==> src/rtl/sqrt_arbiter_pkg.sv <==
// Shared types for the sqrt arbiter: tagged direction payloads, requester id and FSM state.
// Operands and lengths are Q16.16; the direction components ride along untouched.
package sqrt_arbiter_pkg;

    localparam int X_W       = 32;
    localparam int TAG_W     = 64;
    localparam int DIR_W     = 16;
    localparam int N_REQ_DEF = 4;

    typedef struct packed {
        logic [TAG_W-1:0] tag;
        logic [DIR_W-1:0] dir_x;
        logic [DIR_W-1:0] dir_y;
        logic [DIR_W-1:0] dir_z;
    } TaggedDirection;

    typedef struct packed {
        TaggedDirection   td;
        logic [X_W-1:0]   len;
    } TaggedDirection_len;

    typedef logic [$clog2(N_REQ_DEF)-1:0] ReqId;

    typedef enum logic [1:0] {
        ST_IDLE  = 2'd0,
        ST_RUN   = 2'd1,
        ST_DRAIN = 2'd2
    } arb_state_e;

endpackage

==> src/rtl/sqrt_arbiter_req_id_fifo.sv <==
// Order-preserving FIFO of requester ids for operations in flight in the sqrt core.
// A pop on empty is ignored; a push on full is accepted only alongside a pop.
module req_id_fifo #(
    parameter int DEPTH = 32,
    parameter int W     = 2
) (
    input  logic         clk,
    input  logic         reset,
    input  logic         push,
    input  logic [W-1:0] push_data,
    input  logic         pop,
    output logic [W-1:0] pop_data,
    output logic         empty,
    output logic         full
);

    localparam int AW = (DEPTH > 1) ? $clog2(DEPTH) : 1;
    localparam int CW = $clog2(DEPTH + 1);

    logic [W-1:0]  mem [DEPTH];
    logic [AW-1:0] wr_ptr, rd_ptr;
    logic [CW-1:0] count;
    logic          do_push, do_pop;

    assign empty    = (count == '0);
    assign full     = (count == CW'(DEPTH));
    assign do_pop   = pop && !empty;
    assign do_push  = push && (!full || do_pop);
    assign pop_data = mem[rd_ptr];

    function automatic logic [AW-1:0] ptr_inc(input logic [AW-1:0] p);
        return (p == AW'(DEPTH - 1)) ? '0 : p + AW'(1);
    endfunction

    always_ff @(posedge clk or posedge reset) begin
        if (reset) begin
            wr_ptr <= '0;
            rd_ptr <= '0;
            count  <= '0;
        end else begin
            if (do_push) wr_ptr <= ptr_inc(wr_ptr);
            if (do_pop)  rd_ptr <= ptr_inc(rd_ptr);
            if (do_push && !do_pop)      count <= count + CW'(1);
            else if (do_pop && !do_push) count <= count - CW'(1);
        end
    end

    // Storage needs no reset: pointers define what is valid.
    always_ff @(posedge clk) begin
        if (do_push) mem[wr_ptr] <= push_data;
    end

endmodule

==> src/rtl/sqrt_arbiter.sv <==
// sqrt_arbiter: round-robin front end sharing one tagged sqrt core between N_REQ requesters.
// Credits bound outstanding ops to the core's tag FIFO; results return in issue order.
module sqrt_arbiter
    import sqrt_arbiter_pkg::*;
#(
    parameter int WIDTH        = X_W,
    parameter int N_REQ        = 4,
    parameter int MAX_INFLIGHT = 32
) (
    input  logic                               clk,
    input  logic                               reset,
    input  logic [N_REQ-1:0]                   req_valid,
    output logic [N_REQ-1:0]                   req_ready,
    input  logic [N_REQ-1:0][WIDTH-1:0]        req_x,
    input  TaggedDirection [N_REQ-1:0]         req_td,
    input  logic                               flush,
    output logic                               sq_start,
    output logic [WIDTH-1:0]                   sq_x,
    output TaggedDirection                     sq_td,
    input  logic                               sq_valid,
    input  TaggedDirection_len                 sq_tdl,
    output logic [N_REQ-1:0]                   rsp_valid,
    output TaggedDirection_len                 rsp_tdl,
    output logic [$clog2(MAX_INFLIGHT+1)-1:0]  inflight,
    output logic                               flush_done,
    output logic                               err_underflow
);

    localparam int ID_W = $clog2(N_REQ);
    localparam int CW   = $clog2(MAX_INFLIGHT + 1);

    arb_state_e      state, state_nxt;
    logic [ID_W-1:0] rr_ptr, win, pop_id;
    logic [ID_W:0]   scan_sum;
    logic [ID_W-1:0] scan_idx;
    logic            found, grant_en, issue, ret, fifo_empty, fifo_full;

    assign ret = sq_valid && !fifo_empty;
    // A return in the same cycle frees a credit, so a full window can still grant.
    assign grant_en = (state == ST_RUN) && (!fifo_full || ret);
    assign issue    = grant_en && found;

    always_comb begin
        found     = 1'b0;
        win       = '0;
        scan_sum  = '0;
        scan_idx  = '0;
        for (int k = 0; k < N_REQ; k++) begin
            scan_sum = {1'b0, rr_ptr} + (ID_W+1)'(k);
            if (scan_sum >= (ID_W+1)'(N_REQ)) scan_sum = scan_sum - (ID_W+1)'(N_REQ);
            scan_idx = scan_sum[ID_W-1:0];
            if (!found && req_valid[scan_idx]) begin
                found = 1'b1;
                win   = scan_idx;
            end
        end
        req_ready = '0;
        if (grant_en && found) req_ready[win] = 1'b1;
    end

    always_ff @(posedge clk or posedge reset) begin
        if (reset) state <= ST_IDLE;
        else       state <= state_nxt;
    end

    always_comb begin
        state_nxt  = state;
        flush_done = 1'b0;
        unique case (state)
            ST_IDLE:  if (|req_valid) state_nxt = ST_RUN;
            ST_RUN:   if (flush) state_nxt = ST_DRAIN;
            ST_DRAIN: if (inflight == '0) begin
                state_nxt  = ST_IDLE;
                flush_done = 1'b1;
            end
            default:  state_nxt = ST_IDLE;
        endcase
    end

    req_id_fifo #(.DEPTH(MAX_INFLIGHT), .W(ID_W)) u_id_fifo (
        .clk       (clk),
        .reset     (reset),
        .push      (issue),
        .push_data (win),
        .pop       (ret),
        .pop_data  (pop_id),
        .empty     (fifo_empty),
        .full      (fifo_full)
    );

    always_ff @(posedge clk or posedge reset) begin
        if (reset) begin
            rr_ptr        <= '0;
            sq_start      <= 1'b0;
            sq_x          <= '0;
            sq_td         <= '0;
            rsp_valid     <= '0;
            rsp_tdl       <= '0;
            inflight      <= '0;
            err_underflow <= 1'b0;
        end else begin
            sq_start  <= issue;
            rsp_valid <= '0;
            if (issue) begin
                sq_x   <= req_x[win];
                sq_td  <= req_td[win];
                rr_ptr <= (win == ID_W'(N_REQ - 1)) ? '0 : win + ID_W'(1);
            end
            if (ret) begin
                rsp_valid[pop_id] <= 1'b1;
                rsp_tdl           <= sq_tdl;
            end
            // A stray result is dropped; only the sticky flag records it.
            if (sq_valid && fifo_empty) err_underflow <= 1'b1;
            if (issue && !ret)      inflight <= inflight + CW'(1);
            else if (ret && !issue) inflight <= inflight - CW'(1);
        end
    end

endmodule

==> config.mk <==
export PLATFORM = sky130hd
export DESIGN_NAME = sqrt_arbiter
export DESIGN_NICKNAME = d
export VERILOG_FILES = /design/src/rtl/sqrt_arbiter_pkg.sv /design/src/rtl/sqrt_arbiter_req_id_fifo.sv /design/src/rtl/sqrt_arbiter.sv
export SDC_FILE = /design/constraint.sdc
export NUM_CORES = 1
export LEC_CHECK = 0
export CAP_MARGIN = 0
export CORE_AREA = 2 2 397 399
export CTS_BUF_LIST = sky130_fd_sc_hd__clkbuf_16
export CTS_CLUSTER_DIAMETER = 200
export DETAILED_ROUTE_END_ITERATION = 12
export DIE_AREA = 0 0 399 401
export GPL_ROUTABILITY_DRIVEN = 1
export GPL_TIMING_DRIVEN = 0
export SKIP_CTS_REPAIR_TIMING = 1
export SLEW_MARGIN = 0
export SYNTH_ARGS = -nofsm -noshare
export SYNTH_HDL_FRONTEND = slang
export SYNTH_SLANG_ARGS = --single-unit
==> constraint.sdc <==
create_clock -name clk -period 31 [get_ports clk]
set_input_delay 4.65 -clock clk [delete_from_list [all_inputs] [get_ports clk]]
set_output_delay 4.65 -clock clk [all_outputs]
set_load 0.005 [all_outputs]
==> results_dict.tcl, run 1 <==
set metrics [dict create \
    startpoint_type "input pin" \
    p_int_mw 1.656 \
    rsz0062_at_grt "no" \
    power.density_nw_per_um2 84.15 \
    rows 145 \
    cts_tree "built" \
    core_um2 155700 \
    async_flop_share 0.8333 \
    syn2layout_area_growth_pct 72.05 \
    die_h_um 401 \
    ys_ff_latch 384 \
    clk_latency_ns 0.64 \
    grt_overflow 0 \
    grt_pass1_vias 22034 \
    ir_drop_v 0.00004194 \
    die_w_um 399 \
    antenna_found_initial 74 \
    slowest_stage "inv_1" \
    outcome "finished, violations left" \
    yosysSeqAreaShare 0.4817 \
    synth_top_area_share 0.3885 \
    synth_ff_type "dfrtp_1" \
    wirelength_mm 161.7 \
    grt_pass1_wl_mm 207.7 \
    path_class "in -> out" \
    htree_levels 2 \
    min_period_ns 13.58 \
    routed_via_density 4.334 \
    antenna_left 0 \
    cts.sinks 384 \
    place_congestion 0.9706 \
    setup_viol 0 \
    violations "capacitance limit, slew limit" \
    cts-root-buf "clkbuf_16" \
    fmax_mhz 73.63 \
    netlist_top_cells_count "dfrtp_1 (320), a211oi_1 (289), nor4b_1 (288)" \
    ioPinCount 1033 \
    p_leak_nw 12.52 \
    r2r-start "rr_ptr[1]" \
    synth_cells 1847 \
    cts_buffer_depth 3 \
    die_area_um2 160000 \
    endpoint_kind "primary output" \
    drt_iter0_drc 1699 \
    grt_util_all_layers 0.1936 \
    clockPowerShare 0.200 \
    synth_nets 2598 \
    path_max_fanout 34 \
    yosysMostFrequentCell "dfrtp_1" \
    dp_hpwl_mm 137.2 \
    dp.cells 4944 \
    grt_max_degree 114 \
    syn_area_per_cell_um2 11.16 \
    firstDrtPassIters 5 \
    skew_ns 0.02196 \
    ys_warn_count 0 \
    hold_start "state[1]" \
    finalNetCount 3692 \
    tns_ns 0 \
    fin_cells 5073 \
    utilization 0.2278 \
    routedWlPerCell_um 31.88 \
    hp-class "reg -> reg" \
    crit_chain "clkdlybuf4s50_1 -> nand2_1 -> nor2_4 -> buf_12 -> or3_1 -> clkbuf_1 -> buf_2 -> buf_2 -> inv_1 -> ha_1 -> and2_1 -> clkdlybuf4s50_1" \
    drv_slew 4 \
    cap_violations 2 \
    crit_arrival_ns 8.93 \
    p_sw_frac 0.4452 \
    worst_pin_slew_ns 1.668 \
    required_ns 26.35 \
    p_switching_mw 1.329 \
    numPortBuffers 1032 \
    vias 21985 \
    drc 0 \
    clk_pin_slew_ns 0.05 \
    post-route-period-util 0.4381 \
    crit_start "req_valid[0]" \
    comb_power_share 0.532 \
    relSlewSlack -0.1274 \
    numCtsBuffers 53 \
    syn_area_um2 20610 \
    fill_cells 16843 \
    synthTopCellsByArea "dfrtp_1 (39%), nor4b_1 (12%), a211oi_1 (11%)" \
    start_util 0.1324 \
    post-place-ws_ns 17.40 \
    synth.largest_area_cell "dfrtp_1" \
    pwr-share-seq 0.268 \
    synth-edff-count 64 \
    drive_gt1_frac 0.1174 \
    slowest_delay_ns 0.56 \
    setup_ws_ns 17.42 \
    power_mw 2.984 \
    final-hold-violation-count 0 \
    synth.distinct_cells 51 \
]
==> placed cells by master, fill, tap and decap left out, drive strengths merged, types with 2 or more instances in the layout <==
master         netlist  routed
and2                 5       5
xnor2                6       6
a21o                 2       2
and3                 2       2
a21oi                9       9
nand3                5       5
clkinv               0      18
edfxtp              64      64
nor4b              288     288
a211oi             289     289
nor3b                4       4
clkdlybuf4s50        0    1032
o21ai               17      17
inv                 16      32
nand4b               2       2
o31ai              146     146
dfrtp              320     320
fa                   2       2
nor3                 3       3
bufinv               0       3
nand4                2       2
mux2i                6       6
clkbuf             133     186
o22ai                2       2
nand3b               7       7
diode                0      33
buf                 87      94
nand2b               3       3
mux2               148     148
nand2              169     169
or3                  3       3
xor2                 4       4
ha                  21      21
nor4                 6       6
clkinvlp             0       6
nor2                47      47
mux4                18      18
nor2b                3       3
==> metal layers <==
| metal | vias to the layer above | share of wire | track usage |
|---|---|---|---|
| li1 | 9486 | - | - |
| met1 | 10996 | 0.39 | 0.2296 |
| met2 | 1197 | 0.47 | 0.3162 |
| met3 | 258 | 0.10 | 0.07224 |
| met4 | 48 | 0.041 | 0.07196 |
| met5 | - | 0.0017 | 0 |
==> sequential cells by signal (all words and copies together), names as in the netlist, 2 cells and up <==
| register | cells |
|---|---|
| rsp_valid | 4 |
| sq_td | 112 |
| u_id_fifo.count | 6 |
| state | 2 |
| inflight | 6 |
| rsp_tdl | 144 |
| u_id_fifo.mem | 64 |
| u_id_fifo.wr_ptr | 5 |
| u_id_fifo.rd_ptr | 5 |
| rr_ptr | 2 |
| sq_x | 32 |
==> worst paths after layout <==
kind | end | slack [ns] | cells past startpoint
worst max-delay path | req_ready[3] | 17.42 | 12
max in group asynchronous | sq_td[110] | 25.19 | 4
min in group asynchronous | rsp_tdl[7] | 4.33 | 2
worst min register to register | state[0] | 0.47 | 1
worst max register to register | sq_td[22] | 26.54 | 8
worst min-delay path | state[0] | 0.47 | 1
==> metrics by stage <==
stage	hold slack [ns]	cell area (um2)
after global placement	0.4551	33520
after CTS	0.4716	35370
after global routing	0.4992	35430
final	0.4737	35460
after detailed placement	0.4644	33730
after floorplan	0.4314	20610
==> worst max-delay path: cells and delay by family <==
family	cells	cell delay, ns
adders and majority gates	1	0.50
buffers and inverters	7	2.98
and+or+nand+nor	4	0.71
==> kinds of logic after synthesis <==
logic type                 Yosys count  share of synthesized area
and+or+nand+nor                    551                     0.1772
DFF                                384                     0.4817
buffers and inverters              236                    0.04959
adders and majority gates           23                    0.01469
muxes                              172                     0.1036
AOI/OAI and AO/OA                  471                     0.1689
xor gates and xnor gates            10                   0.004249
==> power by group through the flow <==
| stage | sequential (mW) | clock (mW) | combinational, mW |
|---|---|---|---|
| floorplan | 0.778 | 0 | 0.673 |
| global placement | 0.804 | 0 | 1.58 |
| detailed placement | 0.806 | 0 | 1.60 |
| CTS | 0.799 | 0.621 | 1.61 |
| global route | 0.817 | 0.634 | 1.70 |
| finish | 0.800 | 0.598 | 1.59 |
==> layout make-up <==
| cell class | instances | area [um2] | area share |
|---|---|---|---|
| Inverter | 16 | 67.56 | 0.001905 |
| Clock buffer | 53 | 1326 | 0.03740 |
| Tap cell | 2058 | 2575 | 0.07261 |
| Timing Repair Buffer | 1039 | 10480 | 0.2956 |
| Multi-Input combinational cell | 1227 | 9718 | 0.2740 |
| Sequential cell | 384 | 9930 | 0.2800 |
| Antenna cell | 33 | 82.58 | 0.002329 |
| Clock inverter | 43 | 312.8 | 0.008821 |
| Buffer | 220 | 967.2 | 0.02727 |
Power figures use the tool's default switching activity.
==> inputs of run 2 (changes only) <==
==> constraint.sdc (replaced) <==
create_clock -name clk -period 13.4 [get_ports clk]
set_input_delay 2.01 -clock clk [delete_from_list [all_inputs] [get_ports clk]]
set_output_delay 2.01 -clock clk [all_outputs]
set_load 0.005 [all_outputs]
==> results of run 2 <==
The final DEF is identical to that of run 1. Status: finished, violations left: capacitance limit, slew limit.
Main changes from that run: setup slack after placement 17.40 ns -> 5.081 ns; setup slack after layout 17.42 ns -> 5.099 ns; register-to-register setup slack 26.54 ns -> 8.94 ns; total power 2.984 mW -> 6.904 mW; worst IR drop on VDD 0.00004194 V -> 0.00009702 V
==> inputs of run 3 (changes only) <==
--- a/config.mk
+++ b/config.mk
@@ -6,11 +6,11 @@
 export NUM_CORES = 1
 export LEC_CHECK = 0
 export CAP_MARGIN = 0
-export CORE_AREA = 2 2 397 399
+export CORE_AREA = 2 2 405 407
 export CTS_BUF_LIST = sky130_fd_sc_hd__clkbuf_16
 export CTS_CLUSTER_DIAMETER = 200
 export DETAILED_ROUTE_END_ITERATION = 12
-export DIE_AREA = 0 0 399 401
+export DIE_AREA = 0 0 407 409
 export GPL_ROUTABILITY_DRIVEN = 1
 export GPL_TIMING_DRIVEN = 0
 export SKIP_CTS_REPAIR_TIMING = 1
==> constraint.sdc (replaced) <==
create_clock -name clk -period 6.7 [get_ports clk]
set_input_delay 1.005 -clock clk [delete_from_list [all_inputs] [get_ports clk]]
set_output_delay 1.005 -clock clk [all_outputs]
set_load 0.005 [all_outputs]
==> results_dict.tcl, run 3 (synthesized netlist as in run 1, its figures left out) <==
set metrics [dict create \
    outcome "finished, violations left" \
    violations "capacitance limit, slew limit" \
    p_leak_nw 12.65 \
    cts_tree "built" \
    routed_via_density 4.292 \
    mostFrequentLayoutCell "clkdlybuf4s50_1" \
    grt_max_degree 44 \
    wirelength_mm 171.8 \
    place_congestion 1.007 \
    worst_path_dominant_cell_family "buffers and inverters" \
    startpoint_type "input pin" \
    cts_buffer_depth 3 \
    rsz0062_at_grt "no" \
    vias 22422 \
    tns_ns 0 \
    cts-root-buf "clkbuf_16" \
    hold_slack_ns 0.4736 \
    path_max_fanout 17 \
    grt_pass1_vias 22244 \
    worst_pin_slew_ns 1.612 \
    hp-class "reg -> reg" \
    crit_chain "clkdlybuf4s50_1 -> nand2b_1 -> a21oi_4 -> buf_16 -> or3_1 -> clkbuf_1 -> buf_2 -> buf_2 -> clkinvlp_4 -> ha_1 -> and2_1 -> clkdlybuf4s50_1" \
    firstDrtPassIters 7 \
    die_area_um2 166500 \
    regMostFlops "rsp_tdl" \
    setup_ws_ns 0.1736 \
    largest_reg_flops 144 \
    path_class "in -> out" \
    power.density_nw_per_um2 396.1 \
    slowest_delay_ns 0.68 \
    htree_levels 2 \
    drt_iter0_drc 1861 \
    power_mw 14.26 \
    grt_overflow 0 \
    final-hold-violation-count 0 \
    utilization 0.2222 \
    drc 0 \
    fmax_mhz 153.2 \
    finalNetCount 3702 \
    relSlewSlack -0.08948 \
    rows 148 \
    syn2layout_area_growth_pct 74.65 \
    dp.cells 5070 \
    routedWlPerCell_um 32.89 \
    antenna_left 0 \
    drive_gt1_frac 0.1236 \
    fin_cells 5224 \
    ioPinCount 1033 \
    clk_pin_slew_ns 0.06 \
    ir_drop_v 0.0001631 \
    dp_hpwl_mm 147.1 \
    clk_latency_ns 0.65 \
    crit_arrival_ns 5.52 \
    cp_num_buf_inv 7 \
    antenna_found_initial 86 \
    post-route-period-util 0.9741 \
    postPlaceCellArea_um2 34050 \
    final_cell_mix "clkdlybuf4s50_1 (1032), dfrtp_1 (320), a211oi_1 (289), nor4b_1 (281), nand2_1 (169)" \
    skew_ns 0.03557 \
    fill_cells 17549 \
    die_w_um 407 \
    die_h_um 409 \
    slowest_stage "a21oi_4" \
    numPortBuffers 1032 \
    grt_util_all_layers 0.1980 \
    start_util 0.1272 \
    grt_pass1_wl_mm 219.1 \
    drv_slew 4 \
    postLayoutCellArea_um2 36000 \
    endpoint_kind "primary output" \
    cts.sinks 384 \
    cap_violations 2 \
    post-place-ws_ns 0.1353 \
    min_period_ns 6.526 \
    setup_viol 0 \
    required_ns 5.69 \
    numCtsBuffers 52 \
    core_um2 162000 \
    top_regs "rsp_tdl (144), sq_td (112), u_id_fifo.mem (64)" \
]
## run 3: cell count changes in the layout (fill, tap and decap cells not counted), moves of 2 or more
cell        before  now
diode_2         33   55
buf_12           3    9
bufinv_16        3    8
inv_1           26   21
clkinv_2         6    2
clkinvlp_4       6    9
buf_2           71   73
buf_4           13   15
clkinv_1        10    8
clkinv_4         2    4
inv_6            0    2
## run 3: worst paths after layout
kind | from | to | slack, ns | cells after the start
max | req_valid[2] | req_ready[3] | 0.17 | 12
min | state[1] | state[0] | 0.47 | 1
max reg2reg | rr_ptr[1] | sq_td[21] | 1.63 | 8
min reg2reg | state[1] | state[0] | 0.47 | 1
max in group asynchronous | reset | sq_td[27] | 4.16 | 7
min in group asynchronous | reset | sq_td[16] | 0.84 | 2
## run 3: final cells by class
class,instances,area [um2],share of cell area
clock inverters,44,474.2,0.01317
well taps,2175,2721,0.07560
clock buffers,53,1326,0.03684
inverters,16,67.56,0.001877
plain buffers,220,967.2,0.02687
multi-input cells,1227,9724,0.2701
repair buffers,1049,10650,0.2957
diodes,55,137.6,0.003823
repair inverters,1,5.005,0.0001390
flip-flops and latches,384,9930,0.2758
## run 3: routing by layer
layer / GRT usage / vias to the layer above / part of all wire
li1: - / 9550 / -
met1: 0.2437 / 11359 / 0.40
met2: 0.3142 / 1209 / 0.46
met3: 0.07167 / 258 / 0.11
met4: 0.07407 / 46 / 0.039
met5: 0 / - / 0.0018
## run 3: report_power, final
group | switching [mW] | internal (mW) | leakage, nW
Clock | 1.29 | 1.76 | 0.892
Sequential | 0.526 | 3.15 | 4.41
Combinational | 4.56 | 2.97 | 7.35
